## src/rtl/ksa_pkg.sv

```systemverilog
// Shared types and defaults for the Kogge-Stone wide-add sequencing stage.
package ksa_pkg;

    localparam int unsigned DEF_WIDTH  = 16;
    localparam int unsigned DEF_NWORDS = 4;

    typedef enum logic {
        IDLE,
        BUSY
    } seq_state_e;

    // Word-counter width; never below one bit so the counter always exists.
    function automatic int unsigned cnt_width(input int unsigned nwords);
        return (nwords > 1) ? $clog2(nwords) : 1;
    endfunction

endpackage

```

## src/rtl/ksa_wide_add_seq.sv

```systemverilog
// Streams NWORDS word pairs through one external WIDTH-bit adder, chaining the carry
// between words and emitting registered result words on a valid/ready output.
module ksa_wide_add_seq
    import ksa_pkg::*;
#(
    parameter int unsigned WIDTH  = DEF_WIDTH,
    parameter int unsigned NWORDS = DEF_NWORDS
) (
    input  logic             clk,
    input  logic             rst_n,
    input  logic             flush,

    input  logic             in_valid,
    output logic             in_ready,
    input  logic [WIDTH-1:0] in_a,
    input  logic [WIDTH-1:0] in_b,
    input  logic             in_cin,

    output logic [WIDTH-1:0] add_a,
    output logic [WIDTH-1:0] add_b,
    output logic             add_cin,
    input  logic [WIDTH-1:0] add_sum,
    input  logic             add_cout,

    output logic             out_valid,
    input  logic             out_ready,
    output logic [WIDTH-1:0] out_sum,
    output logic             out_last,
    output logic             out_cout
);

    localparam int unsigned   CW        = cnt_width(NWORDS);
    localparam logic [CW-1:0] LAST_WORD = CW'(NWORDS - 1);

    if (NWORDS < 2) begin : g_param_check
        $error("ksa_wide_add_seq: NWORDS must be at least 2");
    end

    seq_state_e    state;
    logic [CW-1:0] word_cnt;
    logic          carry_q;
    logic          accept;
    logic          is_last;

    // flush blocks acceptance so an aborted cycle can never start a new word
    assign in_ready = !flush && (!out_valid || out_ready);
    assign accept   = in_valid && in_ready;
    assign is_last  = (word_cnt == LAST_WORD);

    // Word 0 takes the transaction carry-in, so no carry leaks across transactions.
    assign add_a   = in_a;
    assign add_b   = in_b;
    assign add_cin = (state == IDLE) ? in_cin : carry_q;

    always_ff @(posedge clk or negedge rst_n) begin
        if (!rst_n) begin
            state     <= IDLE;
            word_cnt  <= '0;
            carry_q   <= 1'b0;
            out_valid <= 1'b0;
            out_sum   <= '0;
            out_last  <= 1'b0;
            out_cout  <= 1'b0;
        end else if (flush) begin
            state     <= IDLE;
            word_cnt  <= '0;
            carry_q   <= 1'b0;
            out_valid <= 1'b0;
            out_last  <= 1'b0;
            out_cout  <= 1'b0;
        end else if (accept) begin
            out_sum   <= add_sum;
            out_valid <= 1'b1;
            carry_q   <= add_cout;
            out_last  <= is_last;
            out_cout  <= is_last & add_cout;
            if (is_last) begin
                word_cnt <= '0;
                state    <= IDLE;
            end else begin
                word_cnt <= word_cnt + CW'(1);
                state    <= BUSY;
            end
        end else if (out_ready) begin
            out_valid <= 1'b0;
        end
    end

endmodule
```

## config.mk

```make
export PLATFORM = sky130hd
export DESIGN_NAME = ksa_wide_add_seq
export DESIGN_NICKNAME = d
export VERILOG_FILES = /design/src/rtl/ksa_pkg.sv /design/src/rtl/ksa_wide_add_seq.sv
export SDC_FILE = /design/constraint.sdc
export NUM_CORES = 1
export LEC_CHECK = 0
export BUFFER_PORTS_ARGS = -buffer_cell sky130_fd_sc_hd__buf_2
export CAP_MARGIN = 20
export CORE_MARGIN = 1.5
export CORE_UTILIZATION = 40
export DETAILED_ROUTE_END_ITERATION = 8
export PLACE_DENSITY_LB_ADDON = 0.25
export SYNTH_ARGS = -nofsm -noshare
export SYNTH_HDL_FRONTEND = slang
export SYNTH_SLANG_ARGS = --single-unit
```

## constraint.sdc

```tcl
create_clock -name clk -period 4.64 [get_ports clk]
set_input_delay 0.232 -clock clk [delete_from_list [all_inputs] [get_ports clk]]
set_output_delay 0.232 -clock clk [all_outputs]
set_load 0.01 [all_outputs]
```

Word-level counts from Yosys, hierarchy flattened
Index checks and enable logic that the tools add are counted.
- $add $sub $neg: 1
- equality and inequality tests: 1
- muxes and demuxes: 16
- bitwise operators: 2
- reduce and logical (&&, ||, !) cells: 8
- operators with widths (operator ; number):
    1-bit 2-to-1 mux ; 13
    2-bit 2-to-1 mux ; 3
    3-bit nonzero test ; 1
    2-bit by 1-bit adder with 2-bit output, second input constant ; 1
    2-bit equality test, second input constant ; 1
    1-bit logical AND ; 2
    1-bit zero test ; 2
    2-bit AND reduction ; 1
    2-bit nonzero test ; 1
    1-bit AND ; 1
    1-bit logical OR ; 1
    1-bit NOT ; 1
- register bits: 23
- input port bits: 55
- output and inout port bits: 53
- word-level logic and storage cells: 35

Logic depth before layout (Yosys ltp)
Gate-level depths: netlist of the first run.
- depth after elaboration: 6
- depth in mapped cells: 5
- gate-level depth less buffers: 3

Least setup slack after synthesis of the first run
No wires, ideal clock.
- path kind: flip-flop to flip-flop
- start: reg out_valid
- end: reg out_sum[0]
- library setup time: 0.125 ns
- arrival time: 1.407 ns
- required time: 4.515 ns
- path slack: 3.108 ns
- cell stages (with the launch flop): 6
- path buffers: 2
- period minus slack after synthesis: 1.532 ns
- cell sequence: dfrtp_1 > nor2b_4 > buf_6 > nor3_4 > buf_12 > mux2_4
- word-level cells in the longest chain between the ends: 5
- ends and longest elaborated chain (item ; line ; source):
    start: declaration ; ksa_wide_add_seq.sv:25 ; output logic out_valid,
    start signal: assignment ; ksa_wide_add_seq.sv:60 ; out_valid <= 1'b0;
    start signal: assignment ; ksa_wide_add_seq.sv:68 ; out_valid <= 1'b0;
    start signal: assignment ; ksa_wide_add_seq.sv:73 ; out_valid <= 1'b1;
    1-bit zero test ; ksa_wide_add_seq.sv:46 ; assign in_ready = !flush && (!out_valid || out_ready);
    1-bit logical OR ; ksa_wide_add_seq.sv:46 ;
    1-bit logical AND ; ksa_wide_add_seq.sv:46 ;
    1-bit logical AND ; ksa_wide_add_seq.sv:47 ; assign accept = in_valid && in_ready;
    2-bit AND reduction (no source line) ; - ;
    end signal: assignment ; ksa_wide_add_seq.sv:72 ; out_sum <= add_sum;
    end: declaration ; ksa_wide_add_seq.sv:27 ; output logic [WIDTH-1:0] out_sum,
No other way between the ends.
A chain may end at the register's enable or synchronous reset.

Final worst setup path of the first run
- start: reg out_valid
- end: reg out_sum[9]
Same word-level chain as after synthesis.

==> summary.md, run 1 <==
| Metric | Value |
|---|---|
| Antenna Diode Count | `0` |
| Antenna-violating nets left | `0` |
| TritonCTS clock tree | `done` |
| Resized cells post-CTS | `0` |
| NetSw | `0.116 mW` |
| Clock Skew | `0.00431 ns` |
| R2r setup slk | `2.86 ns` |
| Detailed-route DRC error count | `0` |
| Drt pass-1 iters | `4` |
| CP startpoint kind | `flip-flop` |
| Core area | `0.00300 sq mm` |
| Largest net degree at the start of global routing | `24` |
| H-tree level count | `1` |
| Leak | `0.649 nW` |
| Die width | `58.8 microns` |
| Slew Limit Headroom | `0.397` |
| DR vias/cell | `4.91` |
| Switching Share | `0.268` |
| Max-Cap Viols | `0` |
| Reg2reg path depth | `3` |
| Combinational share of power | `0.238` |
| Design area | `0.00127 sq mm` |
| Final Util | `0.423` |
| CTS max path bufs | `2` |
| Arrival @ worst endpoint | `1.97 ns` |
| Hold_sp | `add_sum[15]` |
| Flop pwr share | `0.557` |
| GRT Util Overall | `0.125` |
| WHS Endpoint | `out_sum[15]` |
| Maximum clock rate | `562 MHz` |
| Ports | `108` |
| Row cnt | `20` |
| # setup viols final | `0` |
| Synthesized instance count | `100` |
| Critical Setup Path Class | `reg -> reg` |
| Clock share of power | `0.205` |
| Clock sinks | `23` |
| Setup TNS | `0 ns` |
| Nets@finish | `171` |
| Final slew viol count | `0` |
| Layout cell share with drive strength beyond 1 | `0.596` |
| Clk_lat worst skew | `0.30 ns` |
| Area delta synth->final | `1.81%` |
| CTS Buf Count | `3` |
| Setup crit end kind | `flip-flop` |
| Global-route wire length before repair | `3310 microns` |
| Worst slew pin tran | `0.901 ns` |
| Syn nets | `156` |
| Wire length per cell after detailed routing | `14.2 microns` |
| Worst hold slack | `0.151 ns` |
| Final-report hold violation count | `0` |
| Clk slew on worst S/H paths | `0.12 ns` |
| Root buf cell | `clkbuf_4` |
| Critical path peak fanout | `16` |
| Dpl cell area | `0.00123 sq mm` |
| Placed Cells | `142` |
| Initial antenna violation count | `0` |
| Full die area | `0.00346 sq mm` |
| Die Height | `58.8 microns` |
| Crit path required time | `4.83 ns` |
| Fill count | `295` |
| Ys Warns | `0` |
| CP max stage cell | `nor3_4` |
| Maximum vdd drop | `0.0993 mV` |
| Placed wire-length estimate | `1540 microns` |
| Post-synthesis sequential area ratio | `0.462` |
| Worst R2R Start | `out_valid` |
| Post-Place Worst Slack | `2.83 ns` |
| Final Wtd Congestion | `0.832` |
| Fin worst setup slack | `2.86 ns` |
| PortBufs | `43` |
| Drt first-iter violations | `19` |
| Number of global-route vias before repair | `737` |
| Crit path cell chain | `nor2b_4, nor3_4, mux2_2` |
| Synth Area per Inst | `12.5 sq um` |
| Tcrit/Tclk final | `0.383` |
| Total power draw | `0.433 mW` |
| Hold path depth | `2` |
| Synth Cell Area | `0.00125 sq mm` |
| RSZ-0062 raised after global routing | `no` |
| Outcome | `finished, final reports clean` |
| Starting density of the core | `0.415` |
| Internal power | `0.317 mW` |
| CP max stage delay | `0.69 ns` |
| P per Cell Area | `341 mW/mm^2` |
| GRT Residual Overflow | `0` |
| Worst r2r dst | `out_sum[9]` |
| Layout Cells excl Fill | `147` |
| Setup bufs post-CTS | `0` |
| Tmin final | `1.78 ns` |
| Final WL | `2090 microns` |
| FF+latch count, synth | `23` |
| Via count | `722` |
| Worst hold path type | `in -> reg` |
| Yosys cell types | `20` |
-- power groups by stage --
stage	sequential (mW)	combinational (mW)	clock [mW]
6_report	0.241	0.103	0.0886
5_1_grt	0.245	0.113	0.105
4_1_cts	0.242	0.105	0.0932
3_5_place_dp	0.245	0.104	0
3_3_place_gp	0.246	0.102	0
2_1_floorplan	0.257	0.0767	0
-- metal layers --
layer / GRT usage / wire length [microns] / up-vias / share of wire
met5: 0 / 0 / - / 0
met4: 0.0812 / 80 / 0 / 0.038
met3: 0.0352 / 228 / 14 / 0.11
met2: 0.197 / 925 / 45 / 0.44
met1: 0.150 / 858 / 330 / 0.41
li1: - / - / 333 / -
-- worst max-delay path, delay by kind of cell, from the launching register on --
family	cells	cell delay [ns]
DFF	1	0.41
muxes	1	0.41
and+or+nand+nor	2	0.85
-- what timing repair did --
action,4_1_cts,5_1_grt
hold endpoints to repair,23,0
endpoints found under the setup margin,0,0
hold buffers,1,0
-- flip-flops by register name, summed over array words and instances, names as in the netlist --
name / count
out_sum: 16
word_cnt: 2
carry_q: 1
out_cout: 1
out_last: 1
out_valid: 1
state: 1
-- cells in the mapped netlist --
library cell	count	area share
buf_4	32	0.19
dfrtp_1	23	0.46
mux2_4	10	0.12
mux2_2	7	0.063
o211ai_1	6	0.036
nand2_1	5	0.015
nand3_1	3	0.012
o21ai_0	2	0.0080
a21oi_1	1	0.0040
buf_12	1	0.016
buf_6	1	0.0090
ha_1	1	0.010
inv_1	1	0.0030
inv_2	1	0.0030
nor2_1	1	0.0030
nor2b_1	1	0.0050
nor2b_4	1	0.011
nor3_4	1	0.013
o31ai_1	1	0.0060
or2b_2	1	0.0070
-- worst max path at each step --
| stage | start | endpoint | slack, ns |
|---|---|---|---|
| 2_1_floorplan | out_valid | out_sum[0] | 3.11 |
| 5_1_grt | out_valid | out_sum[10] | 2.74 |
| 6_report | out_valid | out_sum[9] | 2.86 |
| 3_5_place_dp | out_valid | out_sum[10] | 2.83 |
| 3_3_place_gp | out_valid | out_sum[10] | 2.87 |
| 4_1_cts | out_valid | out_sum[10] | 2.82 |
-- cells by family (layout without fill, tap and decap cells) --
| kind of cell | Yosys count | after routing | share of synthesized area |
|---|---|---|---|
| buffers and inverters | 36 | 50 | 0.224 |
| and+or+nand+nor | 13 | 13 | 0.0663 |
| AOI/OAI and AO/OA | 10 | 10 | 0.0542 |
| DFF | 23 | 23 | 0.462 |
| adders and majority gates | 1 | 1 | 0.0100 |
| muxes | 17 | 17 | 0.184 |
-- layout by cell type, fill, tap and decap left out --
| cell type | count |
|---|---|
| a21oi_1 | 1 |
| buf_2 | 43 |
| clkbuf_4 | 3 |
| clkinv_2 | 1 |
| dfrtp_1 | 23 |
| dlygate4sd3_1 | 1 |
| ha_1 | 1 |
| inv_1 | 1 |
| inv_2 | 1 |
| mux2_2 | 7 |
| mux2_4 | 10 |
| nand2_1 | 5 |
| nand3_1 | 3 |
| nor2_1 | 1 |
| nor2b_1 | 1 |
| nor2b_4 | 1 |
| nor3_4 | 1 |
| o211ai_1 | 6 |
| o21ai_0 | 2 |
| o31ai_1 | 1 |
| or2b_2 | 1 |
-- layout make-up --
class	count	area [sq um]	share of cell area
Clock buffer	3	22.5	0.0178
Clock inverter	1	5.00	0.00394
Inverter	2	7.51	0.00592
Multi-Input combinational cell	41	392	0.309
Sequential cell	23	576	0.454
Tap cell	33	41.3	0.0325
Timing Repair Buffer	44	225	0.178
(Power assumes the default switching activity.)
==> run 2, diff against run 1 <==
--- a/config.mk
+++ b/config.mk
@@ -8,7 +8,7 @@
 export BUFFER_PORTS_ARGS = -buffer_cell sky130_fd_sc_hd__buf_2
 export CAP_MARGIN = 20
 export CORE_MARGIN = 1.5
-export CORE_UTILIZATION = 40
+export CORE_UTILIZATION = 38
 export DETAILED_ROUTE_END_ITERATION = 8
 export PLACE_DENSITY_LB_ADDON = 0.25
 export SYNTH_ARGS = -nofsm -noshare
==> constraint.sdc (replaced) <==
create_clock -name clk -period 1.7 [get_ports clk]
set_input_delay 0.085 -clock clk [delete_from_list [all_inputs] [get_ports clk]]
set_output_delay 0.085 -clock clk [all_outputs]
set_load 0.01 [all_outputs]
==> summary.md, run 2 (synthesis gave the netlist of run 1 again) <==
| Metric | Value |
|---|---|
| Outcome | `finished, final reports clean` |
| Tcrit/Tclk final | `0.798 (+0.415)` |
| Row cnt | `20 (unchanged)` |
| PortBufs | `43 (unchanged)` |
| Flop pwr share | `0.533 (-0.024)` |
| Via count | `810 (+12%)` |
| TritonCTS clock tree | `done` |
| Fill count | `302 (+2.4%)` |
| Setup crit end kind | `flip-flop` |
| Resized cells post-CTS | `0 (unchanged)` |
| Tmin final | `1.36 ns (-0.422 ns)` |
| Clock share of power | `0.207 (+0.002)` |
| Combinational share of power | `0.260 (+0.022)` |
| Crit path required time | `1.91 ns (-2.92 ns)` |
| Layout Cells excl Fill | `177 (+20%)` |
| Antenna-violating nets left | `0 (unchanged)` |
| Antenna Diode Count | `0 (unchanged)` |
| Nets@finish | `190 (+11%)` |
| Critical Path Source | `out_valid` |
| Die Height | `60.3 microns (+2.5%)` |
| Detailed-route DRC error count | `0 (unchanged)` |
| Biggest register | `out_sum` |
| WHS Endpoint | `out_valid` |
| Die width | `60.3 microns (+2.5%)` |
| Clock Skew | `0.00303 ns (-0.00128 ns)` |
| GRT Residual Overflow | `0 (unchanged)` |
| Hold_sp | `in_valid` |
| Ports | `108 (unchanged)` |
| Clock sinks | `23 (unchanged)` |
| Top Registers | `out_sum x16, word_cnt x2` |
| Max reg flops | `16 (unchanged)` |
| Reg2reg path depth | `4 (+1)` |
| Drt first-iter violations | `21 (+2)` |
| RSZ-0062 raised after global routing | `no` |
| DR vias/cell | `4.58 (-6.8%)` |
| Layout cell share with drive strength beyond 1 | `0.519 (-0.0777)` |
| Worst R2R Start | `out_valid` |
| Worst hold slack | `0.107 ns (-0.0438 ns)` |
| Hold path depth | `3 (+1)` |
| Setup bufs post-CTS | `0 (unchanged)` |
| Number of global-route vias before repair | `822 (+12%)` |
| Clk_lat worst skew | `0.31 ns (about the same)` |
| Core area | `0.00308 sq mm (+2.5%)` |
| Starting density of the core | `0.405 (-0.0101)` |
| Critical path peak fanout | `16 (unchanged)` |
| Placed wire-length estimate | `1520 microns (-1.2%)` |
| Worst r2r dst | `out_sum[9]` |
| Clk slew on worst S/H paths | `0.13 ns (about the same)` |
| Root buf cell | `clkbuf_4` |
| Global-route wire length before repair | `3530 microns (+6.9%)` |
| Slew Limit Headroom | `0.664 (+0.266)` |
| Arrival @ worst endpoint | `1.57 ns (-0.40 ns)` |
| Initial antenna violation count | `0 (unchanged)` |
| Critical Setup Path Class | `reg -> reg` |
| Max-Cap Viols | `0 (unchanged)` |
| Drt pass-1 iters | `4 (unchanged)` |
| H-tree level count | `1 (unchanged)` |
| Switching Share | `0.273 (+0.00437)` |
| P per Cell Area | `832 mW/mm^2 (+140%)` |
| # setup viols final | `0 (unchanged)` |
| Placed Cells | `154 (+8.5%)` |
| Maximum vdd drop | `0.458 mV (+360%)` |
| Area delta synth->final | `19.0%` |
| CTS max path bufs | `2 (unchanged)` |
| R2r setup slk | `0.34 ns (-2.52 ns)` |
| GRT Util Overall | `0.130 (+0.00499)` |
| Leak | `0.733 nW (+13%)` |
| Final WL | `2340 microns (+12%)` |
| Final slew viol count | `0 (unchanged)` |
| Full die area | `0.00363 sq mm (+5.0%)` |
| Wire length per cell after detailed routing | `13.2 microns (-7.3%)` |
| Worst slew pin tran | `0.504 ns (-0.397 ns)` |
| Worst hold path type | `in -> reg` |
| NetSw | `0.336 mW (+190%)` |
| Setup TNS | `0 ns (unchanged)` |
| CTS Buf Count | `3 (unchanged)` |
| Maximum clock rate | `737 MHz (+31%)` |
| Internal power | `0.897 mW (+180%)` |
| Final Wtd Congestion | `0.789 (-5.1%)` |
| Largest net degree at the start of global routing | `24 (unchanged)` |
| Most common cell after layout, fill and taps aside | `buf_2` |
| Most frequent cells in the layout | `43 x buf_2, 23 x dfrtp_1, 19 x dlygate4sd3_1` |
| Final-report hold violation count | `0 (unchanged)` |
| CP startpoint kind | `flip-flop` |
-- run 2: cell types whose count changed in the layout (fill, tap and decap cells not counted) --
cell | before | now
buf_12 | 0 | 1
dlygate4sd3_1 | 1 | 19
-- run 2: per-stage QoR --
| step | power [mW] | instance area [sq um] | utilization | setup WS, ns |
|---|---|---|---|---|
| after floorplan | 0.911 | 1250 | - | 0.168 |
| after global placement | 0.955 | 1260 | 0.411 | 0.389 |
| after detailed placement | 0.957 | 1260 | 0.411 | 0.354 |
| after CTS | 1.25 | 1480 | 0.482 | 0.338 |
| after global routing | 1.31 | 1480 | 0.482 | 0.284 |
| final | 1.23 | 1480 | 0.482 | 0.343 |
-- run 2: layer usage --
metal,wire length [microns],global-route usage
met5,0,0
met1,976,0.150
met2,1030,0.203
met4,106,0.0794
met3,219,0.0498
-- run 2: critical path: stages, from the launching register on --
cell	delay (ns)
dfrtp_1	0.41
nor2b_4	0.16
nor3_4	0.15
buf_12	0.19
mux2_2	0.34
-- run 2: power by group through the flow --
stage          sequential [mW]  clock [mW]  combinational (mW)
5_1_grt                  0.667       0.293               0.351
6_report                 0.657       0.255               0.321
3_5_place_dp             0.668           0               0.289
3_3_place_gp             0.668           0               0.287
4_1_cts                  0.657       0.272               0.324
2_1_floorplan            0.701           0               0.209
-- run 2: how the worst max path moves through the flow --
stage | end | slack (ns) | cells past startpoint
5_1_grt | out_sum[15] | 0.28 | 4
3_5_place_dp | out_sum[9] | 0.35 | 4
2_1_floorplan | out_sum[0] | 0.17 | 5
3_3_place_gp | out_sum[6] | 0.39 | 4
4_1_cts | out_sum[9] | 0.34 | 4
6_report | out_sum[9] | 0.34 | 4
-- run 2: layout make-up --
type                    count  area, sq um  share of cell area
repair buffers             63          425               0.287
clock inverters             1         5.00             0.00338
flip-flops and latches     23          576               0.388
multi-input cells          41          392               0.264
clock buffers               3         22.5              0.0152
inverters                   2         7.51             0.00506
well taps                  44         55.1              0.0371
-- run 2: what timing repair did --
action | CTS | global route
endpoints found under the hold margin | 41 | 0
hold buffers | 19 | 0
setup endpoints to repair | 0 | 0
